===== src/rtl/softmax_argmax_ctrl.sv =====
// rtl/softmax_argmax_ctrl.sv - sequential argmax over the FC output buffer
// Streams LAYER_SZ signed values, tracks the running maximum and reports its index.
module softmax_argmax_ctrl #(
    parameter int SIZE     = 16,
    parameter int LAYER_SZ = 10,
    parameter int ADDR_W   = ($clog2(LAYER_SZ) > 1) ? $clog2(LAYER_SZ) : 1
) (
    input  logic              clk,
    input  logic              rst,
    input  logic              start,
    output logic              rd_en,
    output logic [ADDR_W-1:0] rd_addr,
    input  logic [SIZE-1:0]   rd_data,
    output logic              busy,
    output logic              done,
    output logic [SIZE-1:0]   class_out,
    output logic [SIZE-1:0]   max_value
);

    localparam logic [ADDR_W-1:0] LAST_ADDR = ADDR_W'(LAYER_SZ - 1);

    typedef enum logic [1:0] {
        S_IDLE,
        S_READ,
        S_LAST,
        S_DONE
    } state_t;

    state_t                  r_state;
    logic                    r_valid;
    logic                    r_first;
    logic [ADDR_W-1:0]       r_vaddr;
    logic [ADDR_W-1:0]       r_idx;
    logic signed [SIZE-1:0]  r_max;
    logic                    w_take;

    // Strict greater-than keeps the lowest index on ties.
    assign w_take = r_valid && (r_first || ($signed(rd_data) > r_max));

    always_ff @(posedge clk) begin
        if (rst) begin
            r_state   <= S_IDLE;
            r_valid   <= 1'b0;
            r_first   <= 1'b0;
            r_vaddr   <= '0;
            r_idx     <= '0;
            r_max     <= '0;
            rd_en     <= 1'b0;
            rd_addr   <= '0;
            busy      <= 1'b0;
            done      <= 1'b0;
            class_out <= '0;
            max_value <= '0;
        end else begin
            done    <= 1'b0;
            r_valid <= rd_en;
            r_vaddr <= rd_addr;
            if (w_take) begin
                r_max <= $signed(rd_data);
                r_idx <= r_vaddr;
            end
            if (r_valid) begin
                r_first <= 1'b0;
            end

            case (r_state)
                S_IDLE: begin
                    if (start) begin
                        r_state <= S_READ;
                        rd_en   <= 1'b1;
                        rd_addr <= '0;
                        busy    <= 1'b1;
                        r_first <= 1'b1;
                    end
                end
                S_READ: begin
                    if (rd_addr == LAST_ADDR) begin
                        r_state <= S_LAST;
                        rd_en   <= 1'b0;
                    end else begin
                        rd_addr <= rd_addr + ADDR_W'(1);
                    end
                end
                S_LAST: begin
                    r_state <= S_DONE;
                end
                S_DONE: begin
                    // The final sample was folded in at the end of LAST.
                    class_out <= SIZE'(r_idx);
                    max_value <= r_max;
                    done      <= 1'b1;
                    busy      <= 1'b0;
                    r_state   <= S_IDLE;
                end
                default: begin
                    r_state <= S_IDLE;
                end
            endcase
        end
    end

endmodule


===== config.mk =====
export PLATFORM = sky130hd
export DESIGN_NAME = softmax_argmax_ctrl
export DESIGN_NICKNAME = d
export VERILOG_FILES = /design/src/rtl/softmax_argmax_ctrl.sv
export SDC_FILE = /design/constraint.sdc
export NUM_CORES = 1
export LEC_CHECK = 0
export BUFFER_PORTS_ARGS = -buffer_cell sky130_fd_sc_hd__buf_2
export CORE_MARGIN = 8
export CORE_UTILIZATION = 41
export CTS_CLUSTER_SIZE = 16
export DETAILED_ROUTE_END_ITERATION = 8
export PLACE_DENSITY = 0.66
export SLEW_MARGIN = 15
export SYNTH_ARGS = -nofsm -noshare
export SYNTH_HDL_FRONTEND = slang
export SYNTH_SLANG_ARGS = --single-unit

===== constraint.sdc =====
create_clock -name clk -period 2.3 [get_ports clk]
set_clock_uncertainty 0.2 [all_clocks]
set_input_delay 0 -clock clk [delete_from_list [all_inputs] [get_ports clk]]
set_output_delay 0 -clock clk [all_outputs]
set_load 0.02 [all_outputs]

==> results.md, run 1 <==
- Worst-path cell chain: inv_2 > ha_4 > nand4_4 > nor4_4 > a21boi_2 > a211oi_2 > a211oi_4 > buf_6 > buf_12 > mux2i_1
- Syn_area_per_cell: approximately 9.3 µm²
- Worst hold slack: between 0.2 and 0.25 ns
- Buffers added on ports: between 40 and 50
- Final setup viols: 13
- Vias/cell: ~4.7
- Worst vdd ir: a little over 0.5 mV
- Cell Area, Placed: 0.00316 mm²
- Startpoint Class: flop
- Die Y: 97.9 µm
- Fin crit period: 2.37 ns
- Worst-path clk slew: roughly 0.10 ns
- Worst path bufs/invs: 3
- Yosys cell types: 30
- Unrepaired setup endpoints after global routing: true
- Critical Path RT: about 2.3 ns
- Htree depth: 2
- CTS root buf: clkbuf_8
- Worst-case reg-to-reg path depth: 10
- Reg-to-Reg Start: r_max[13]$_SDFFE_PP0P_
- Slowest stage delay, CP: between 0.3 and 0.4 ns
- # DRC: 0
- Setup Crit Path Kind: flop to flop
- LEAKAGE: 1.51 nW
- Total Routing Usage GR: 0.124
- Syn-to-layout area delta: 33.1%
- Num CTS Buffers: 5
- Place WS: -0.0797 ns
- Share of cells above drive strength 1: 0.303
- Worst min path class: primary input to flop
- Total core area: between 0.006 and 0.007 mm²
- Post-DP HPWL: about 4000 µm
- Status: finished, violations left
- Synth Warn #: 0
- Pwr Density: between 700 and 800 mW/mm²
- Final Hold Fails: 0
- Layout Nets: about 420
- Initial DRC Count: 119
- Seq/Total Area, Yosys: 0.400
- Final std cells w/o fill: approximately 460
- Total gr overflow: 0
- RR Endpoint: r_max[8]$_SDFFE_PP0P_
- Largest net degree at the start of global routing: between 40 and 50
- GP Congestion: between 0.7 and 0.8
- Cell Area, Synth: between 0.002 and 0.003 mm²
- R2R setup slack: -0.07 ns
- # Max-Cap Violations: 0
- N_diodes: 0
- Critical-path top delay cell: dfxtp_2
- Largest delay share family, worst path: compound AO/OA/AOI/OAI gates
- Wire per inst: 12.8 µm
- Critical-path maximum fanout: 8
- Number of global-route vias before repair: 2,311
- Clock latency on the worst-skew pair: around 0.31 ns
- Die width: 97.9 µm
- CP Capture Type: flop
- Hold endpoint: r_max[1]$_SDFFE_PP0P_
- Pins Over Slew Limit: 0
- Vias: between 2,000 and 2,500
- Final period util: 1.03
- Clock Sinks: between 50 and 60
- Flops & latches, synth: 55
- Syn Inst Count: between 200 and 300
- TritonCTS clock tree: yes
- Final wirelength: between 5000 and 6000 µm
- Failing checks: negative setup slack
- Design Area, Final: approximately 0.0037 mm²
- Initial Util: 0.414
- # rows: 30
- Setup ws final: -0.0661 ns
- Clock buffer depth: 2
- Router iterations before antenna repair: 4
- Fmax: approximately 0.42 GHz
- Hold_sp: rd_data[15]
- Global-route wire length before repair: between 9000 and 10,000 µm
- I/O Pins: slightly below 60
- Post-Route Setup TNS: -0.570 ns
- CP arrival: about 2.4 ns
- DRT antenna net count: 0
- Placed Cells: 427
- DIE AREA: 0.00959 mm²
- Antenna violations before repair: 0
- Hold path depth: 6
## flip-flops by register name, indices dropped and copies added, names as in the netlist
signal,flops
class_out,4
r_idx,4
rd_en,1
r_vaddr,4
rd_addr,4
max_value,16
r_state,2
r_valid,1
done,1
busy,1
r_max,16
r_first,1
## stage by stage
stage | power [mW] | util
2_1_floorplan | 1.67 | -
3_3_place_gp | 1.87 | 0.475
3_5_place_dp | 1.88 | 0.475
4_1_cts | 2.65 | 0.540
5_1_grt | 2.82 | 0.552
6_report | 2.65 | 0.552
## layout make-up
class / count / area, µm²
Clock buffer: 6 / 82.6
Clock inverter: 2 / 35.0
Fill cell: 606 / 2980
Inverter: 21 / 78.8
Multi-Input combinational cell: 205 / 1610
Sequential cell: 55 / 1110
Tap cell: 80 / 100
Timing Repair Buffer: 90 / 644
## layer usage
layer	vias to the layer above	track usage	wire length (µm)
li1	1108	-	-
met1	1011	0.124	2510
met2	34	0.233	3010
met3	4	0.0398	294
met4	0	0.0432	53
met5	-	0	0
## power breakdown
group	internal (mW)	switching [mW]	leakage, nW
registers	1.04	0.0700	0.451
clock network	0.353	0.313	0.0612
logic	0.411	0.458	0.998
total	1.81	0.840	1.51
## synthesized netlist by cell type
cell	n	area (µm²)
mux2i_1	40	400
o21bai_1	1	7.51
a21o_1	1	7.51
o21ai_0	3	15.0
buf_1	2	7.51
buf_6	2	22.5
ha_1	22	275
a211oi_2	2	25.0
inv_1	21	78.8
nand2_1	10	37.5
dfxtp_1	55	1100
a211oi_1	1	7.51
nand4_2	1	12.5
conb_1	1	3.75
nand2b_1	43	269
o21a_1	2	15.0
buf_4	12	90.1
nor4b_1	1	8.76
o211ai_1	1	7.51
a21boi_2	1	11.3
nor2_1	33	124
clkbuf_1	9	33.8
a2111oi_0	1	8.76
xor2_1	2	17.5
nor3_1	2	10.0
nor4_2	1	12.5
nand4_1	3	18.8
a211o_2	1	10.0
a21oi_1	14	70.1
nor2b_1	7	43.8
## cell families (layout without fill, tap and decap cells)
family,count (synthesis),count (layout),share of synthesized area
flip-flops,55,55,0.400
buffers and inverters,46,119,0.0845
XOR/XNOR,2,2,0.00636
AND/OR/NAND/NOR,101,101,0.195
multiplexers,40,40,0.145
other,1,12,0.00136
adder cells (fa/ha/maj),22,22,0.100
AO/OA/AOI/OAI,28,28,0.0673
## cell usage in the layout, fill, tap and decap left out, types with 3 or more instances in the layout
| cell | n |
|---|---|
| a21oi_1 | 14 |
| buf_2 | 45 |
| buf_4 | 22 |
| buf_6 | 3 |
| clkbuf_8 | 6 |
| conb_1 | 12 |
| dfxtp_1 | 44 |
| dfxtp_2 | 11 |
| dlygate4sd3_1 | 18 |
| ha_1 | 14 |
| ha_4 | 8 |
| inv_1 | 14 |
| inv_2 | 7 |
| mux2i_1 | 40 |
| nand2_1 | 8 |
| nand2b_1 | 43 |
| nand4_1 | 3 |
| nor2_1 | 33 |
| nor2b_1 | 7 |
## how the worst max path moves through the flow
stage | cells after the start | end | startpoint | slack, ns
floorplan | 9 | r_idx[0]$_SDFFE_PP0P_ | r_max[1]$_SDFFE_PP0P_ | 0.06
global placement | 9 | r_max[9]$_SDFFE_PP0P_ | r_max[13]$_SDFFE_PP0P_ | -0.07
detailed placement | 9 | r_idx[3]$_SDFFE_PP0P_ | r_max[15]$_SDFFE_PP0P_ | -0.08
CTS | 10 | r_max[8]$_SDFFE_PP0P_ | r_max[10]$_SDFFE_PP0P_ | -0.05
global route | 10 | r_max[12]$_SDFFE_PP0P_ | r_max[13]$_SDFFE_PP0P_ | -0.19
finish | 10 | r_max[8]$_SDFFE_PP0P_ | r_max[13]$_SDFFE_PP0P_ | -0.07
## worst min-delay path: cells and delay by family
kind	cells	cell delay (ns)
buf+inv	2	0.27
mux	1	0.11
fa+ha+maj	1	0.15
compound gates	2	0.18
## timing repair
item,4_1_cts,5_1_grt
cloned,1,0
endpoints found under the hold margin,32,0
pin swaps,8,7
setup buffers,4,2
resized for setup,21,18
hold buffers,18,0
setup endpoints to repair,20,20
(Power assumes the default switching activity.)
==> inputs of run 2 (changes only) <==
Settings changed: SKIP_CTS_REPAIR_TIMING set to 1.
==> results.md, run 2 (same netlist as run 1, synthesis figures left out) <==
- Clock buffer depth: 2 (unchanged)
- Most frequent cells in the layout: 46 x dfxtp_1, 45 x buf_2, 43 x nand2b_1 (was 45 x buf_2, 44 x dfxtp_1, 43 x nand2b_1)
- Final period util: 1.05 (was 1.03)
- DIE AREA: 0.00959 mm² (unchanged)
- CP Capture Type: flop (unchanged)
- Initial DRC Count: 135 (was 119)
- Final Hold Fails: 0 (unchanged)
- Total gr overflow: 0 (unchanged)
- Critical-path maximum fanout: 7 (was 8)
- Critical Path RT: 2.33 ns (about the same)
- Layout Nets: 418 (was 419)
- Power, Total: 2.65 mW (about the same)
- DRT antenna net count: 0 (unchanged)
- Failing checks: negative setup slack (unchanged)
- Initial Util: 0.414 (unchanged)
- Router iterations before antenna repair: 4 (unchanged)
- Number of global-route vias before repair: 2,171 (was 2,311)
- Post-DP HPWL: 4040 µm (unchanged)
- Seq pwr share: 0.419 (was 0.420)
- Buffers added on ports: 45 (unchanged)
- # rows: 30 (unchanged)
- N_diodes: 0 (unchanged)
- Num CTS Buffers: 5 (unchanged)
- Htree depth: 2 (unchanged)
- Syn-to-layout area delta: 32.2% (was 33.1%)
- Startpoint Class: flop (unchanged)
- Total core area: 0.00664 mm² (unchanged)
- Status: finished, violations left (unchanged)
- Worst vdd ir: 0.508 mV (was 0.507 mV)
- Psw: 0.837 mW (was 0.840 mW)
- Fin crit period: 2.40 ns (was 2.37 ns)
- Antenna violations before repair: 0 (unchanged)
- Vias/cell: 4.68 (was 4.70)
- Setup ws final: -0.104 ns (was -0.0661 ns)
- Clk network pwr share: 0.251 (about the same)
- Final setup viols: 20 (was 13)
- Wire per inst: 12.9 µm (was 12.8 µm)
- Setup Crit Path Kind: flop to flop (unchanged)
- Vias: 2,144 (was 2,157)
- Worst-path clk slew: 0.10 ns (about the same)
- Fmax: 0.416 GHz (was 0.423 GHz)
- Largest net degree at the start of global routing: 45 (unchanged)
- Global-route wire length before repair: 9220 µm (was 9940 µm)
- Pins Over Slew Limit: 0 (unchanged)
- Worst min path class: flop to flop (was primary input to flop)
- Largest registers: max_value: 16 flops, r_max: 16 flops (unchanged)
- GP Congestion: 0.713 (unchanged)
- # Max-Cap Violations: 0 (unchanged)
- Total Routing Usage GR: 0.115 (was 0.124)
- Cell internal pwr: 1.81 mW (about the same)
- Share of cells above drive strength 1: 0.278 (was 0.303)
- Pwr Density: 728 mW/mm² (was 722 mW/mm²)
- CP arrival: 2.44 ns (was 2.40 ns)
- Place WS: -0.0797 ns (unchanged)
- Comb power frac: 0.330 (was 0.328)
- Clock Sinks: 55 (unchanged)
- Commonest non-fill, non-tap cell in the layout: dfxtp_1 (was buf_2)
- Sw frac: 0.316 (was 0.317)
- # DRC: 0 (unchanged)
- I/O Pins: 58 (unchanged)
- Final wirelength: 5930 µm (was 5860 µm)
- Die width: 97.9 µm (unchanged)
- TritonCTS clock tree: yes (unchanged)
- LEAKAGE: 1.51 nW (about the same)
- Clock latency on the worst-skew pair: 0.31 ns (about the same)
- CTS root buf: clkbuf_8 (unchanged)
- Die Y: 97.9 µm (unchanged)
- Unrepaired setup endpoints after global routing: true (unchanged)
==> run 2: worst max-delay path: stages, from the launching register on <==
cell and delay (ns):
dfxtp_2 0.35, inv_2 0.05, ha_4 0.28, nand4_4 0.12
nor4_4 0.29, a21boi_2 0.22, a211oi_2 0.08, a211oi_4 0.25
buf_4 0.16, clkbuf_16 0.15, mux2i_1 0.19
==> run 2: area by class of cell <==
class | count | area (µm²)
fill | 618 | 3010
multi-input combinational | 205 | 1580
sequential | 55 | 1110
timing repair buffer | 89 | 651
tap | 80 | 100
clock buffer | 6 | 82.6
inverter | 21 | 78.8
clock inverter | 2 | 35.0
==> run 2: metal layers <==
layer / GRT usage / routed length, µm / vias to the layer above / share of wire
li1: - / - / 1106 / -
met1: 0.116 / 2560 / 999 / 0.43
met2: 0.210 / 3020 / 35 / 0.51
met3: 0.0398 / 297 / 4 / 0.050
met4: 0.0432 / 52 / 0 / 0.0088
met5: 0 / 0 / - / 0
==> run 2: final timing paths <==
check / slack [ns] / endpoint / start / cells after the start
worst min-delay path: 0.26 / r_idx[2]$_SDFFE_PP0P_ / r_vaddr[2]$_SDFF_PP0_ / 2
worst max-delay path: -0.10 / r_max[6]$_SDFFE_PP0P_ / r_max[13]$_SDFFE_PP0P_ / 10
worst min register to register: 0.26 / r_idx[2]$_SDFFE_PP0P_ / r_vaddr[2]$_SDFF_PP0_ / 2
worst max register to register: -0.10 / r_max[6]$_SDFFE_PP0P_ / r_max[13]$_SDFFE_PP0P_ / 10
==> run 2: per-stage QoR <==
stage	cells	hold slack, ns	area, µm²	setup TNS, ns	util
floorplan	306	-0.0447	2790	0	-
global placement	427	0.0807	3160	-1.34	0.475
detailed placement	427	0.0889	3160	-1.06	0.475
CTS	435	-0.249	3270	-1.59	0.493
global route	458	0.269	3640	-3.29	0.548
finish	458	0.259	3640	-1.22	0.548
==> run 2: power by group through the flow <==
stage	sequential, mW	combinational (mW)	clock [mW]
2_1_floorplan	1.14	0.528	0
3_3_place_gp	1.12	0.742	0
3_5_place_dp	1.13	0.756	0
4_1_cts	1.11	0.760	0.682
5_1_grt	1.12	0.975	0.721
6_report	1.11	0.875	0.664
